File: src/rtl/alarm_pkg.sv
// Shared alarm-clock constants: clock moduli, alarm defaults, FSM state encoding.
// Latency: n/a (package only).
// Backpressure: n/a.
package alarm_pkg;

    // Clock moduli shared with the minute/hour counter chain.
    localparam int MIN_N = 60;
    localparam int HR_N  = 24;
    localparam int MW    = $clog2(MIN_N);
    localparam int HW    = $clog2(HR_N);

    // Defaults for the alarm controller behaviour.
    localparam int DEF_SNOOZE_MIN = 5;
    localparam int DEF_RING_MIN   = 10;
    localparam int DEF_MAX_SNOOZE = 3;

    typedef enum logic [1:0] {
        DISARMED = 2'd0,
        ARMED    = 2'd1,
        RINGING  = 2'd2,
        SNOOZED  = 2'd3
    } alarm_state_t;

    // Width of a counter that must hold 0..max_val.
    function automatic int cnt_w(input int max_val);
        return (max_val < 2) ? 1 : $clog2(max_val + 1);
    endfunction

endpackage

File: src/rtl/alarm_if.sv
// Bundle of time, control and status signals between clock logic and the alarm controller.
// Latency: n/a (wiring only).
// Backpressure: none; all controls are pulses or levels.
interface alarm_if;
    import alarm_pkg::*;

    logic [MW-1:0] cur_min;       // running minute
    logic [HW-1:0] cur_hr;        // running hour
    logic          min_tick;      // one pulse per elapsed minute
    logic          arm;           // alarm enable level
    logic          alarm_load;    // capture load_min/load_hr
    logic [MW-1:0] load_min;
    logic [HW-1:0] load_hr;
    logic          snooze;        // snooze request pulse
    logic          stop;          // stop request pulse
    logic [MW-1:0] alarm_min;     // stored alarm minute
    logic [HW-1:0] alarm_hr;      // stored alarm hour
    logic [1:0]    state;         // 0 DISARMED, 1 ARMED, 2 RINGING, 3 SNOOZED
    logic          buzzer;
    logic [1:0]    snoozes_left;

    modport master (
        output cur_min, cur_hr, min_tick, arm, alarm_load, load_min, load_hr, snooze, stop,
        input  alarm_min, alarm_hr, state, buzzer, snoozes_left
    );

    modport slave (
        input  cur_min, cur_hr, min_tick, arm, alarm_load, load_min, load_hr, snooze, stop,
        output alarm_min, alarm_hr, state, buzzer, snoozes_left
    );

endinterface

File: src/rtl/alarm_match_det.sv
// Stores the alarm time (range-checked loads) and detects the rising edge of time==alarm.
// Latency: alarm registers update one edge after a valid load; match/trigger are combinational.
// Backpressure: none; out-of-range loads are dropped.
// Ports: clk, rst (async active-low), cur_min/cur_hr, alarm_load/load_min/load_hr in;
//        alarm_min/alarm_hr (registered), load_ok, match, trigger out.
module alarm_match_det
    import alarm_pkg::*;
(
    input  logic          clk,
    input  logic          rst,
    input  logic [MW-1:0] cur_min,
    input  logic [HW-1:0] cur_hr,
    input  logic          alarm_load,
    input  logic [MW-1:0] load_min,
    input  logic [HW-1:0] load_hr,
    output logic [MW-1:0] alarm_min,
    output logic [HW-1:0] alarm_hr,
    output logic          load_ok,
    output logic          match,
    output logic          trigger
);

    logic match_q;

    assign load_ok = (int'(load_min) < MIN_N) && (int'(load_hr) < HR_N);
    assign match   = (cur_min == alarm_min) && (cur_hr == alarm_hr);
    // Only a fresh coincidence rings; holding the matching time does not re-fire.
    assign trigger = match & ~match_q;

    always_ff @(posedge clk or negedge rst) begin
        if (!rst) begin
            alarm_min <= '0;
            alarm_hr  <= '0;
            match_q   <= 1'b0;
        end else begin
            match_q <= match;
            if (alarm_load && load_ok) begin
                alarm_min <= load_min;
                alarm_hr  <= load_hr;
            end
        end
    end

endmodule

File: src/rtl/alarm_controller.sv
// Alarm ring/snooze/timeout FSM driving the buzzer from the running time and a stored alarm.
// Latency: state and buzzer change one edge after the causing input; buzzer is register-decoded.
// Backpressure: none; lower-priority requests in the same cycle are dropped.
// Ports: clk, rst (async active-low), bus (alarm_if.slave: time, controls in; alarm, status out).
module alarm_controller
    import alarm_pkg::*;
#(
    parameter int SNOOZE_MIN = DEF_SNOOZE_MIN,
    parameter int RING_MIN   = DEF_RING_MIN,
    parameter int MAX_SNOOZE = DEF_MAX_SNOOZE
) (
    input  logic    clk,
    input  logic    rst,
    alarm_if.slave  bus
);

    localparam int RW = cnt_w(RING_MIN);
    localparam int SW = cnt_w(SNOOZE_MIN);
    localparam int LW = cnt_w(MAX_SNOOZE);

    alarm_state_t  state_q, state_d;
    logic [RW-1:0] ring_q, ring_d;     // ticks rung so far in this ring burst
    logic [SW-1:0] snz_q, snz_d;       // ticks remaining in snooze
    logic [LW-1:0] left_q, left_d;     // snoozes remaining this event
    logic          load_ok, match, trigger;

    alarm_match_det u_match (
        .clk        (clk),
        .rst        (rst),
        .cur_min    (bus.cur_min),
        .cur_hr     (bus.cur_hr),
        .alarm_load (bus.alarm_load),
        .load_min   (bus.load_min),
        .load_hr    (bus.load_hr),
        .alarm_min  (bus.alarm_min),
        .alarm_hr   (bus.alarm_hr),
        .load_ok    (load_ok),
        .match      (match),
        .trigger    (trigger)
    );

    always_ff @(posedge clk or negedge rst) begin
        if (!rst) begin
            state_q <= DISARMED;
            ring_q  <= '0;
            snz_q   <= '0;
            left_q  <= LW'(MAX_SNOOZE);
        end else begin
            state_q <= state_d;
            ring_q  <= ring_d;
            snz_q   <= snz_d;
            left_q  <= left_d;
        end
    end

    // Priority: disarm, load, stop, snooze, tick/trigger. Ticks are only counted
    // while already in RINGING/SNOOZED, so a tick in the entry cycle is ignored.
    always_comb begin
        state_d = state_q;
        ring_d  = ring_q;
        snz_d   = snz_q;
        left_d  = left_q;
        if (!bus.arm) begin
            state_d = DISARMED;
            ring_d  = '0;
            snz_d   = '0;
            left_d  = LW'(MAX_SNOOZE);
        end else if (bus.alarm_load) begin
            // A valid load cancels any event in progress; a bad load is a no-op.
            if (load_ok) begin
                state_d = ARMED;
                ring_d  = '0;
                snz_d   = '0;
            end
        end else begin
            case (state_q)
                DISARMED: state_d = ARMED;
                ARMED: begin
                    if (trigger) begin
                        state_d = RINGING;
                        ring_d  = '0;
                        left_d  = LW'(MAX_SNOOZE);
                    end
                end
                RINGING: begin
                    if (bus.stop || (bus.snooze && left_q == '0)) begin
                        state_d = ARMED;
                        ring_d  = '0;
                    end else if (bus.snooze) begin
                        state_d = SNOOZED;
                        snz_d   = SW'(SNOOZE_MIN);
                        left_d  = left_q - 1'b1;
                    end else if (bus.min_tick) begin
                        if (int'(ring_q) >= RING_MIN - 1) begin
                            state_d = ARMED;
                            ring_d  = '0;
                        end else begin
                            ring_d = ring_q + 1'b1;
                        end
                    end
                end
                SNOOZED: begin
                    if (bus.stop) begin
                        state_d = ARMED;
                        snz_d   = '0;
                    end else if (bus.min_tick) begin
                        // <=1 rather than ==1 so a zero count can never wrap.
                        if (snz_q <= SW'(1)) begin
                            state_d = RINGING;
                            ring_d  = '0;
                            snz_d   = '0;
                        end else begin
                            snz_d = snz_q - 1'b1;
                        end
                    end
                end
                default: state_d = DISARMED;
            endcase
        end
    end

    assign bus.state        = state_q;
    assign bus.buzzer       = (state_q == RINGING);
    assign bus.snoozes_left = 2'(left_q);

endmodule

File: src/flat_wrapper.sv
// flat-port wrapper written by rule: the top's interface ports become plain ports
module alarm_controller_flat import alarm_pkg::*;
#(
    parameter int SNOOZE_MIN = DEF_SNOOZE_MIN,
    parameter int RING_MIN   = DEF_RING_MIN,
    parameter int MAX_SNOOZE = DEF_MAX_SNOOZE
)
  (clk, rst, bus_cur_min, bus_cur_hr, bus_min_tick, bus_arm, bus_alarm_load, bus_load_min, bus_load_hr, bus_snooze, bus_stop, bus_alarm_min, bus_alarm_hr, bus_state, bus_buzzer, bus_snoozes_left);
  alarm_if bus_i ();
  input  logic clk;
  input  logic rst;
  input wire logic [$bits(bus_i.cur_min)-1:0] bus_cur_min;
  input wire logic [$bits(bus_i.cur_hr)-1:0] bus_cur_hr;
  input wire logic [$bits(bus_i.min_tick)-1:0] bus_min_tick;
  input wire logic [$bits(bus_i.arm)-1:0] bus_arm;
  input wire logic [$bits(bus_i.alarm_load)-1:0] bus_alarm_load;
  input wire logic [$bits(bus_i.load_min)-1:0] bus_load_min;
  input wire logic [$bits(bus_i.load_hr)-1:0] bus_load_hr;
  input wire logic [$bits(bus_i.snooze)-1:0] bus_snooze;
  input wire logic [$bits(bus_i.stop)-1:0] bus_stop;
  output wire logic [$bits(bus_i.alarm_min)-1:0] bus_alarm_min;
  output wire logic [$bits(bus_i.alarm_hr)-1:0] bus_alarm_hr;
  output wire logic [$bits(bus_i.state)-1:0] bus_state;
  output wire logic [$bits(bus_i.buzzer)-1:0] bus_buzzer;
  output wire logic [$bits(bus_i.snoozes_left)-1:0] bus_snoozes_left;
  assign bus_i.cur_min = bus_cur_min;
  assign bus_i.cur_hr = bus_cur_hr;
  assign bus_i.min_tick = bus_min_tick;
  assign bus_i.arm = bus_arm;
  assign bus_i.alarm_load = bus_alarm_load;
  assign bus_i.load_min = bus_load_min;
  assign bus_i.load_hr = bus_load_hr;
  assign bus_i.snooze = bus_snooze;
  assign bus_i.stop = bus_stop;
  assign bus_alarm_min = bus_i.alarm_min;
  assign bus_alarm_hr = bus_i.alarm_hr;
  assign bus_state = bus_i.state;
  assign bus_buzzer = bus_i.buzzer;
  assign bus_snoozes_left = bus_i.snoozes_left;
  alarm_controller #(.SNOOZE_MIN(SNOOZE_MIN), .RING_MIN(RING_MIN), .MAX_SNOOZE(MAX_SNOOZE)) u_core (.clk(clk), .rst(rst), .bus(bus_i));
endmodule
File: config.mk
export PLATFORM = sky130hd
export DESIGN_NAME = alarm_controller_flat
export DESIGN_NICKNAME = d
export VERILOG_FILES = /design/src/rtl/alarm_pkg.sv /design/src/rtl/alarm_if.sv /design/src/rtl/alarm_match_det.sv /design/src/rtl/alarm_controller.sv /design/src/flat_wrapper.sv
export SDC_FILE = /design/constraint.sdc
export NUM_CORES = 1
export LEC_CHECK = 0
export ABC_AREA = 0
export BUFFER_PORTS_ARGS = -buffer_cell sky130_fd_sc_hd__buf_4
export CAP_MARGIN = 10
export CORE_ASPECT_RATIO = 1.1
export CORE_MARGIN = 1.5
export CORE_UTILIZATION = 45
export CTS_CLUSTER_SIZE = 28
export DETAILED_ROUTE_END_ITERATION = 8
export HOLD_SLACK_MARGIN = 0.15
export PLACE_DENSITY_LB_ADDON = 0.25
export RECOVER_POWER = 50
export SYNTH_ARGS = -nofsm -noshare
export SYNTH_HDL_FRONTEND = slang
export SYNTH_SLANG_ARGS = --single-unit
File: constraint.sdc
create_clock -name clk -period 2.3 [get_ports clk]
set_clock_uncertainty 0.15 [all_clocks]
set_input_delay 0.46 -clock clk [delete_from_list [all_inputs] [get_ports clk]]
set_output_delay 0.46 -clock clk [all_outputs]
set_load 0.01 [all_outputs]
==> metrics.txt <==
outcome=finished, final reports clean; number of warnings issued by yosys=0; clock insertion delay at the later pin of the skew report=0.31 ns; Initial DRC Count=44; number of hold-slack violations in the final timing report=0; smallest setup slack after layout=0.07930 ns; arrival time of data at the critical path endpoint=2.29 ns; number of antenna violations at the first check in global routing=0; TritonCTS Sinks=23; share of final-layout standard cells stronger than drive strength 1=0.3687; vias=1274; global-route congestion overflow total=0; row count=21; maximum capacitance violations=0; critical path required time=2.37 ns; top post-synthesis cells by count=dfrtp_1, nand2_1, mux2_2, xor2_1, inv_1; Hold Crit Class=in2reg; synth unique cells=43; H-tree depth=1; delay contributed by the slowest stage of the critical path=0.56 ns; power density over the cells=513.1 mW/mm^2; EDFF count, synth=0; static power due to leakage=0.9062 nW; Max Buffers Root-to-Sink=2; most instantiated flip-flop cell in the synthesis netlist=dfrtp_1; minimum setup slack among reg-to-reg paths=0.08 ns; number of top-level pins=45; FF-to-FF End=u_core.ring_q[0]; asr flop ratio synth=1.000; cell type with the highest aggregate area in the netlist=dfrtp_1; number of cells on the worst hold path=2; synthesized instance count=146; share of the synthesized area in the top cell type=0.3691; Synth Net Count=180; # fillers=258; Placeable Area=0.003022 sq mm; number of max-slew violations in the final report=0; clock tree from TritonCTS=yes; total standard cell area after synthesis=0.001424 sq mm; All-Layer GR Usage=0.1960; largest net degree at the start of global routing=24; Cell Chain, Critical Path=inv_1 > ha_4 > or4bb_1 > a21oi_1 > or4_4 > a22o_4 > nor3_1 > a21o_1; multi-input combinational cell area=815.8 sq um; Max IR drop VDD=0.3731 mV; die span in x=56.63 um; Fin Hold WS=0.1688 ns; cell with the most instances after synthesis=dfrtp_1; setup total negative slack=0 ns; DR WL/cell=14.96 um; sequential fraction of the synthesis area=0.4060; starting density of the core=0.4712; number of inserted diodes=0; weighted congestion at the end of routability-driven global placement=0.9672; number of cells in the finished layout apart from fillers=232; largest cells by area after synthesis=dfrtp_1, mux2_2, xor2_1; minimum setup slack after placement=-0.01433 ns; launch point of the worst reg-to-reg path=u_core.bus.snoozes_left[0]; clock slew at the register clock pins of the worst setup and hold paths=0.13 ns; Slew @ Worst Pin=1.274 ns; Worst setup SP type=flip-flop; Max Clock Freq=450.3 MHz; remaining antenna violation count after routing=0; flip-flop and latch count after synthesis=23; number of buffer and inverter stages on the critical path=1; number of remaining DRC errors=0; Worst Setup Path Type=reg2reg; tightest slew margin relative to the limit=0.1507; worst-path maximum fanout=8; DIE AREA=0.003511 sq mm; global-route wire length before repair=5.347 mm; TritonCTS Buffers=3; depth of the worst register-to-register path=8; vias in the first global route=1213; y dimension of the die=62.00 um; area added between synthesis and finish=32.78%; buffer cell driving the clock tree root=clkbuf_4; register cell area after layout=579.3 sq um; total power after layout=0.9700 mW; Cells after DPL=225; number of vias per cell after detailed routing=5.491; end point of the worst hold path=u_core.bus.snoozes_left[0]; synthesized area per cell=9.753 sq um; post-route clock period utilization=0.9655; startpoint of the most critical hold path=bus_arm; CP max-delay cell=dfstp_2; HPWL Detailed=2.629 mm; number of buffers added on ports=44; crit path capture type=flip-flop; total wire length=3.471 mm; Final Net Count=233; Top Family by Delay on Critical Path=simple AND/OR/NAND/NOR gates; Initial DRT Pass Iterations=4; final setup violation count=0; fin crit period=2.221 ns
## registers in the layout, summed over array words and instances (netlist names)
name                      cells
u_core.bus.snoozes_left       2
u_core.bus.state              2
u_core.ring_q                 4
u_core.snz_q                  3
u_core.u_match.alarm_hr       5
u_core.u_match.alarm_min      6
u_core.u_match.match_q        1
## layout make-up
class                      count  area share
sequential                    23      0.3064
inverter                      10     0.01985
tap                           34     0.02250
multi-input combinational    108      0.4315
timing repair buffer          53      0.2058
clock buffer                   4     0.01390
## where the power goes
group	total, mW	internal (mW)	switching, mW
registers	0.482	0.442	0.0402
logic	0.293	0.158	0.135
clock network	0.195	0.0677	0.127
## per-layer routing
metal  track usage  up-vias  wire (um)
met2        0.3821       26       1888
met5             0        -          0
met3       0.02692        6        115
li1              -      626          -
met1        0.2260      616       1409
met4       0.06122        0         57
## kinds of logic after synthesis
family,synth area share
compound gates,0.1547
xor+xnor,0.06766
fa+ha+maj,0.04394
buf+inv,0.04833
flops,0.4060
mux,0.09403
simple gates,0.1854
## repair_timing
action | CTS | global route
hold buffers | 1 | 0
setup endpoints to repair | 2 | 7
endpoints found under the hold margin | 23 | 0
resized for setup | 2 | 6
pin swaps | 0 | 4
setup buffers | 0 | 2
## placed cells by master, fill, tap and decap left out, drive strengths merged, types with 3 or more instances in the layout
| cell type | instances |
|---|---|
| xor2 | 11 |
| buf | 49 |
| nand2 | 12 |
| o41ai | 4 |
| nor2 | 9 |
| nor3 | 4 |
| clkbuf | 7 |
| nor2b | 3 |
| inv | 10 |
| o21ai | 10 |
| dfrtp | 21 |
| nand2b | 3 |
| mux2 | 11 |
| ha | 5 |
| a21oi | 6 |
## worst max-delay path by stage
stage | start | to | slack, ns | cells past startpoint
floorplan | u_core.bus.snoozes_left[0] | u_core.ring_q[0] | 0.09 | 8
global placement | bus_cur_min[0] | u_core.bus.snoozes_left[1] | 0.005 | 9
detailed placement | u_core.bus.snoozes_left[0] | u_core.ring_q[0] | -0.01 | 8
CTS | u_core.bus.snoozes_left[0] | u_core.ring_q[0] | 0.001 | 8
global route | u_core.bus.snoozes_left[0] | u_core.ring_q[3] | -0.03 | 7
finish | u_core.bus.snoozes_left[0] | u_core.ring_q[0] | 0.08 | 8
## stage by stage
| stage | util | cell area (sq um) |
|---|---|---|
| floorplan | - | 1424 |
| global placement | 0.5992 | 1810 |
| detailed placement | 0.5992 | 1810 |
| CTS | 0.6137 | 1854 |
| global route | 0.6257 | 1891 |
| finish | 0.6257 | 1891 |
No activity file was read; power rests on OpenSTA's default activity.
